<file path="src/rtl/pwm_note_sequencer_ram.sv">
// ---------------------------------------------------------------------------
// pwm_note_sequencer_ram
//
// Plays a song stored in an internal RAM of DEPTH entries. Each entry is
// {note code, length code}; a note lasts (len+1) tempo units of UNIT_TICKS
// clock cycles. The last GAP_TICKS cycles of every note are gated off so
// repeated notes are audibly separated. Playback supports start, stop and
// looping back to entry 0 after the final entry.
//
// Ports:
//   i_clk, i_rst_n    clock, asynchronous active-low reset
//   i_wr_en           song RAM write strobe (accepted in every state)
//   i_wr_addr         RAM write address
//   i_wr_note         note code to write (0 = rest)
//   i_wr_len          length code to write
//   i_last_addr       index of the final entry, captured on an accepted start
//   i_start           start pulse (only honoured in IDLE, and only without stop)
//   i_stop            stop pulse (returns to IDLE from any other state)
//   i_loop            loop enable, sampled when the final entry completes
//   o_note            current note code, 0 while the gate is low
//   o_note_valid      one-cycle pulse while a new entry is being latched
//   o_gate            voice enable
//   o_busy            high in every state except IDLE
//   o_index           entry currently fetched or playing
//   o_done            one-cycle pulse after a non-looping song ends
// ---------------------------------------------------------------------------
module pwm_note_sequencer_ram #(
    parameter int DEPTH      = 32,
    parameter int NOTE_W     = 6,
    parameter int LEN_W      = 5,
    parameter int UNIT_TICKS = 1562500,
    parameter int GAP_TICKS  = 250000,
    parameter int AW         = $clog2(DEPTH)
) (
    input  logic              i_clk,
    input  logic              i_rst_n,
    input  logic              i_wr_en,
    input  logic [AW-1:0]     i_wr_addr,
    input  logic [NOTE_W-1:0] i_wr_note,
    input  logic [LEN_W-1:0]  i_wr_len,
    input  logic [AW-1:0]     i_last_addr,
    input  logic              i_start,
    input  logic              i_stop,
    input  logic              i_loop,
    output logic [NOTE_W-1:0] o_note,
    output logic              o_note_valid,
    output logic              o_gate,
    output logic              o_busy,
    output logic [AW-1:0]     o_index,
    output logic              o_done
);

    localparam int ENTRY_W = NOTE_W + LEN_W;
    localparam int CNT_W   = (UNIT_TICKS > 1) ? $clog2(UNIT_TICKS) : 1;

    // Terminal count of a unit, and the count at which the trailing gap
    // begins inside the final unit of a note.
    localparam logic [CNT_W-1:0] CNT_WRAP = CNT_W'(UNIT_TICKS - 1);
    localparam logic [CNT_W-1:0] CNT_GAP  = CNT_W'(UNIT_TICKS - GAP_TICKS - 1);

    typedef enum logic [2:0] {
        IDLE,
        FETCH,
        LATCH,
        PLAY,
        GAP
    } state_t;

    state_t state;
    state_t next_state;

    logic [ENTRY_W-1:0] mem [DEPTH];
    logic [ENTRY_W-1:0] rd_data;

    logic [NOTE_W-1:0] note;
    logic [LEN_W-1:0]  len;
    logic [CNT_W-1:0]  unit_cnt;
    logic [LEN_W-1:0]  unit_idx;
    logic [AW-1:0]     index;
    logic [AW-1:0]     last;
    logic              done;

    logic start_ok;
    logic last_unit;
    logic note_end;
    logic gap_start;
    logic song_end;

    assign start_ok  = i_start && !i_stop;
    assign last_unit = (unit_idx == len);
    assign note_end  = last_unit && (unit_cnt == CNT_WRAP);
    assign gap_start = last_unit && (unit_cnt == CNT_GAP);
    assign song_end  = (index == last) && !i_loop;

    // Song RAM: one write port, one synchronous read port addressed by the
    // current index. The non-blocking read naturally returns the old word
    // when the same address is written in the same cycle. The contents are
    // deliberately left out of reset so a song survives a reset.
    always_ff @(posedge i_clk) begin
        if (i_wr_en) begin
            mem[i_wr_addr] <= {i_wr_note, i_wr_len};
        end
        rd_data <= mem[index];
    end

    always_ff @(posedge i_clk or negedge i_rst_n) begin
        if (!i_rst_n) begin
            state <= IDLE;
        end else begin
            state <= next_state;
        end
    end

    // Next state and the state-decoded outputs. End-of-note is tested
    // before the gap entry so that a zero-length gap goes straight to the
    // next entry. Stop overrides every transition out of a busy state.
    always_comb begin
        next_state   = state;
        o_gate       = 1'b0;
        o_note       = '0;
        o_note_valid = 1'b0;
        case (state)
            IDLE: begin
                if (start_ok) begin
                    next_state = FETCH;
                end
            end
            FETCH: begin
                next_state = LATCH;
            end
            LATCH: begin
                o_note_valid = 1'b1;
                next_state   = PLAY;
            end
            PLAY: begin
                o_gate = (note != '0);
                o_note = note;
                if (note_end) begin
                    next_state = song_end ? IDLE : FETCH;
                end else if (gap_start) begin
                    next_state = GAP;
                end
            end
            GAP: begin
                if (note_end) begin
                    next_state = song_end ? IDLE : FETCH;
                end
            end
            default: begin
                next_state = IDLE;
            end
        endcase
        if ((state != IDLE) && i_stop) begin
            next_state = IDLE;
        end
    end

    // Datapath registers: song bounds, the latched entry, the unit
    // counter pair that times the note without a multiplier, and the
    // registered done pulse that appears in the first IDLE cycle.
    always_ff @(posedge i_clk or negedge i_rst_n) begin
        if (!i_rst_n) begin
            index    <= '0;
            last     <= '0;
            note     <= '0;
            len      <= '0;
            unit_cnt <= '0;
            unit_idx <= '0;
            done     <= 1'b0;
        end else begin
            done <= 1'b0;
            case (state)
                IDLE: begin
                    if (start_ok) begin
                        last  <= i_last_addr;
                        index <= '0;
                    end
                end
                LATCH: begin
                    note     <= rd_data[ENTRY_W-1:LEN_W];
                    len      <= rd_data[LEN_W-1:0];
                    unit_cnt <= '0;
                    unit_idx <= '0;
                end
                PLAY, GAP: begin
                    if (unit_cnt == CNT_WRAP) begin
                        unit_cnt <= '0;
                        unit_idx <= unit_idx + LEN_W'(1);
                    end else begin
                        unit_cnt <= unit_cnt + CNT_W'(1);
                    end
                    if (note_end && !i_stop) begin
                        if (index != last) begin
                            index <= index + AW'(1);
                        end else if (i_loop) begin
                            index <= '0;
                        end else begin
                            done <= 1'b1;
                        end
                    end
                end
                default: begin
                end
            endcase
        end
    end

    assign o_busy  = (state != IDLE);
    assign o_index = index;
    assign o_done  = done;

endmodule

</file>
<file path="config.mk">
export PLATFORM = sky130hd
export DESIGN_NAME = pwm_note_sequencer_ram
export DESIGN_NICKNAME = d
export VERILOG_FILES = /design/src/rtl/pwm_note_sequencer_ram.sv
export SDC_FILE = /design/constraint.sdc
export NUM_CORES = 1
export LEC_CHECK = 0
export CAP_MARGIN = 40
export CORE_MARGIN = 3
export CORE_UTILIZATION = 25
export DETAILED_ROUTE_END_ITERATION = 6
export SLEW_MARGIN = 20
export SYNTH_ARGS = -nofsm -noshare
export SYNTH_HDL_FRONTEND = slang
export SYNTH_SLANG_ARGS = --single-unit
export TNS_END_PERCENT = 10
</file>
<file path="constraint.sdc">
create_clock -name i_clk -period 2.6 [get_ports i_clk]
set_input_delay 0.52 -clock i_clk [delete_from_list [all_inputs] [get_ports i_clk]]
set_output_delay 0.52 -clock i_clk [all_outputs]
set_load 0.05 [all_outputs]
</file>
==> flow_results.xml <==
<?xml version="1.0" encoding="UTF-8"?>
<metrics>
  <group name="worst_setup_path">
    <metric name="timing.critical_path.to" unit="">o_gate</metric>
    <metric name="worstReg2RegStart" unit="">o_index[0]$_DFFE_PN0P_</metric>
    <metric name="worst_path_required" unit="ns">2.08</metric>
    <metric name="path_buf_inv" unit="">1</metric>
    <metric name="r2r-end" unit="">rd_data[5]$_DFF_P_</metric>
    <metric name="endpoint_arrival_time_on_the_critical_path" unit="ns">2.01</metric>
    <metric name="cp.depth" unit="">3</metric>
    <metric name="startpoint_type" unit="">register</metric>
    <metric name="crit_path_top_delay_cell" unit="">clkdlybuf4s15_1</metric>
    <metric name="setup.reg_to_reg.worst_slack" unit="ns">0.12</metric>
    <metric name="slowest_delay" unit="ns">0.54</metric>
    <metric name="timing.critical_path.from" unit="">state[2]$_DFFE_PN0P_</metric>
    <metric name="cp_max_fo" unit="">8</metric>
    <metric name="crit_path_end_kind" unit="">output port</metric>
    <metric name="cp_cell_sequence" unit="">nand3b_1 -&gt; a21oi_1 -&gt; clkdlybuf4s15_1</metric>
    <metric name="r2r.worst_path.cells" unit="">4</metric>
    <metric name="crit_family" unit="">buffers and inverters</metric>
    <metric name="crit_type" unit="">register to output port</metric>
  </group>
  <group name="logic_synthesis">
    <metric name="yosys-top-cells-count" unit="">352 x edfxtp_1, 110 x mux4_2, 58 x nand2_1, 53 x nor2_1, 51 x dfrtp_1</metric>
    <metric name="synth.top_cell.area_share" unit="">0.641</metric>
    <metric name="synth_area" unit="mm^2">0.0165</metric>
    <metric name="syn-instance-count" unit="">859</metric>
    <metric name="synth-edff-count" unit="">352</metric>
    <metric name="yosys_warnings" unit="">0</metric>
    <metric name="synth.area.top_cells" unit="">edfxtp_1 64%, mux4_2 15%, dfrtp_1 7.7%, dfxtp_1 1.3%, nand2_1 1.3%</metric>
    <metric name="postSynthAreaPerCell" unit="um^2">19.2</metric>
    <metric name="syn_nets" unit="">889</metric>
    <metric name="post_synth_num_cell_types" unit="">55</metric>
    <metric name="synth-seq-cells" unit="">414</metric>
    <metric name="synth_top_cell_by_area" unit="">edfxtp_1</metric>
    <metric name="synthMostInstantiatedCell" unit="">edfxtp_1</metric>
    <metric name="asyncSetResetFlopFracSynth" unit="">0.123</metric>
    <metric name="yosysSeqAreaShare" unit="">0.732</metric>
    <metric name="synth_top_flop_cell" unit="">edfxtp_1</metric>
  </group>
  <group name="pwr">
    <metric name="switching_power_of_the_nets" unit="uW">3430</metric>
    <metric name="intPower" unit="uW">11500</metric>
    <metric name="fin_total_pwr" unit="uW">15000</metric>
    <metric name="combinationalPowerShare" unit="">0.077</metric>
    <metric name="power.density_cell_area" unit="mW/mm^2">754</metric>
    <metric name="static-leakage-power" unit="uW">0.00639</metric>
    <metric name="peakVddDrop" unit="mV">0.387</metric>
    <metric name="sw_frac_of_total" unit="">0.229</metric>
    <metric name="p_clk_frac" unit="">0.416</metric>
    <metric name="seqPwrFrac" unit="">0.507</metric>
  </group>
  <group name="sta">
    <metric name="setup_viol" unit="">0</metric>
    <metric name="worst_clock_skew" unit="ns">0.0138</metric>
    <metric name="rsz_0062_raised_after_global_routing" unit="">false</metric>
    <metric name="finalCriticalPeriod" unit="ns">2.53</metric>
    <metric name="worst-slew-pin-transition" unit="ns">0.599</metric>
    <metric name="fin_ws" unit="ns">0.0702</metric>
    <metric name="final.period_utilization" unit="">0.973</metric>
    <metric name="max_freq" unit="MHz">395</metric>
    <metric name="finalMaxSlewViolations" unit="">0</metric>
    <metric name="timing.setup.tns" unit="ns">0</metric>
    <metric name="timing.max_slew.rel_slack" unit="">0.597</metric>
    <metric name="hold_viol" unit="">0</metric>
  </group>
  <group name="drt">
    <metric name="detail_route.iter0.violations" unit="">717</metric>
    <metric name="via_count" unit="">8383</metric>
    <metric name="wl_per_cell" unit="um">19.9</metric>
    <metric name="wl" unit="mm">37.1</metric>
    <metric name="drt-vias-per-instance" unit="">4.50</metric>
    <metric name="dr.pass1.iters" unit="">5</metric>
    <metric name="drt.antenna.violating_nets" unit="">0</metric>
    <metric name="drc" unit="">0</metric>
  </group>
  <group name="floorplanning">
    <metric name="fp.dieW" unit="um">263</metric>
    <metric name="die_h" unit="um">263</metric>
    <metric name="ios" unit="">42</metric>
    <metric name="std_cell_rows" unit="">93</metric>
    <metric name="core_area" unit="mm^2">0.0648</metric>
    <metric name="starting_utilization_of_the_core_area" unit="">0.254</metric>
    <metric name="die_area" unit="mm^2">0.0691</metric>
  </group>
  <group name="grt">
    <metric name="grt_pass1_wl" unit="mm">56.6</metric>
    <metric name="global_route.usage.total" unit="">0.107</metric>
    <metric name="grt_pass1_vias" unit="">8703</metric>
    <metric name="grt.met1_usage" unit="">0.159</metric>
    <metric name="antenna_found_initial" unit="">1</metric>
    <metric name="grt.overflow.total" unit="">0</metric>
    <metric name="globalRouteMet2Util" unit="">0.157</metric>
    <metric name="grt_util_met3" unit="">0.0258</metric>
    <metric name="top_usage_layer" unit="">met1</metric>
    <metric name="grt_max_degree" unit="">45</metric>
  </group>
  <group name="clock_network">
    <metric name="ctsRootBufferMaster" unit="">clkbuf_16</metric>
    <metric name="clock-sinks" unit="">414</metric>
    <metric name="clkLatencyLatePin" unit="ns">0.56</metric>
    <metric name="htree_levels" unit="">2</metric>
    <metric name="tritoncts_clock_tree" unit="">yes</metric>
    <metric name="postCtsSetupRepairBufs" unit="">0</metric>
    <metric name="clockBufferDepth" unit="">3</metric>
    <metric name="worst_setup_hold_path_clk_slew" unit="ns">0.06</metric>
    <metric name="cts_made_buffers" unit="">43</metric>
  </group>
  <group name="worst_hold_path">
    <metric name="hold_start" unit="">rd_data[7]$_DFF_P_</metric>
    <metric name="worst_hold_path_type" unit="">register to register</metric>
    <metric name="worstHoldPathCells" unit="">2</metric>
  </group>
  <group name="finish">
    <metric name="post_layout_nonfiller_instances" unit="">1862</metric>
    <metric name="flow.area_growth_from_synthesis" unit="%">20.5</metric>
    <metric name="final_net_count" unit="">1003</metric>
    <metric name="drive_gt1_frac" unit="">0.280</metric>
  </group>
  <group name="place">
    <metric name="worst_setup_slack_before_clock_tree_synthesis" unit="ns">0.114</metric>
    <metric name="port_bufs" unit="">41</metric>
    <metric name="dp_cells" unit="">1782</metric>
    <metric name="finalWeightedCongestion" unit="">0.765</metric>
    <metric name="dpl.hpwl" unit="mm">22.8</metric>
  </group>
  <group name="job">
    <metric name="max_cap_viol_count" unit="">0</metric>
  </group>
  <group name="status">
    <metric name="run_status" unit="">completed</metric>
  </group>
</metrics>
## worst min-delay path by stage
stage,endpoint,slack (ns)
global placement,note[2]$_DFFE_PN0P_,0.42
global route,note[2]$_DFFE_PN0P_,0.44
floorplan,last[0]$_DFFE_PN0P_,0.22
detailed placement,note[2]$_DFFE_PN0P_,0.41
CTS,note[2]$_DFFE_PN0P_,0.42
finish,note[2]$_DFFE_PN0P_,0.42
## registers in the layout (all words and copies together) (netlist names)
register and cells:
last 5, len 5, mem 352, note 6, o_done 1, o_index 5, rd_data 11, state 3
unit_cnt 21, unit_idx 5
## routing by layer
layer | wire length [um] | vias to the layer above
li1 | - | 3685
met1 | 17400 | 4383
met2 | 16300 | 266
met3 | 2680 | 49
met4 | 776 | 0
met5 | 0 | -
## through the flow
step                instance area [um^2]  hold WS [ns]   util
floorplan                          16500         0.224      -
global placement                   18400         0.418  0.284
detailed placement                 18400         0.412  0.284
CTS                                19900         0.422  0.306
global route                       19900         0.437  0.307
finish                             19900         0.420  0.307
## layout make-up
class	instances	area, um^2
antenna	1	2.50
timing repair buffer	109	1060
clock buffer	57	1180
tap	855	1070
multi-input combinational	396	4200
fill	6249	44900
sequential	414	12100
inverter	9	33.8
clock inverter	21	244
## placed cells by master (no fill, tap or decap), types with 3 or more instances in the layout
cell             count
edfxtp_1           352
mux4_2             110
buf_4               65
nand2_1             58
nor2_1              53
dfrtp_1             48
clkbuf_16           43
clkdlybuf4s50_1     26
o21ai_0             20
nand3_1             17
mux2_2              16
buf_12              14
a21oi_1             11
xor2_1              11
dfxtp_1             11
inv_1                9
xnor2_1              9
clkinv_1             9
clkbuf_1             9
o31ai_1              8
or3_1                7
and2_1               7
nand3b_1             7
nor2b_1              6
nor4_1               5
a31oi_1              5
bufinv_16            5
clkbuf_8             5
nor3_1               4
clkinv_2             4
or3b_2               3
o41ai_1              3
nand2b_1             3
a41oi_1              3
ha_1                 3
## power by group through the flow
stage               logic (uW)  registers [uW]  clock network (uW)
global placement          1140            7720                   0
floorplan                  790            7650                   0
finish                    1150            7590                6230
CTS                       1160            7590                6410
global route              1280            7610                6680
detailed placement        1160            7730                   0
## timing repair
action / CTS / global route
gates resized for setup: 2 / 2
endpoints found under the setup margin: 2 / 2
hold buffers: 1 / 0
endpoints found under the hold margin: 23 / 0
## cell families (layout without fill, tap and decap cells)
group	Yosys count	after routing	share of synthesized area
flops	414	414	0.732
xor+xnor	20	20	0.0106
simple gates	188	188	0.0572
other cells	0	1	0
fa+ha+maj	3	3	0.00228
compound gates	59	59	0.0231
buf+inv	49	196	0.0140
mux	126	126	0.161
## worst reg2reg max path, cell delays in order (launching register included)
cell and delay (ns):
dfrtp_4 0.65, buf_12 0.29, mux4_2 0.57, mux4_2 0.56, mux2_2 0.30
No activity file was read; power rests on OpenSTA's default activity.
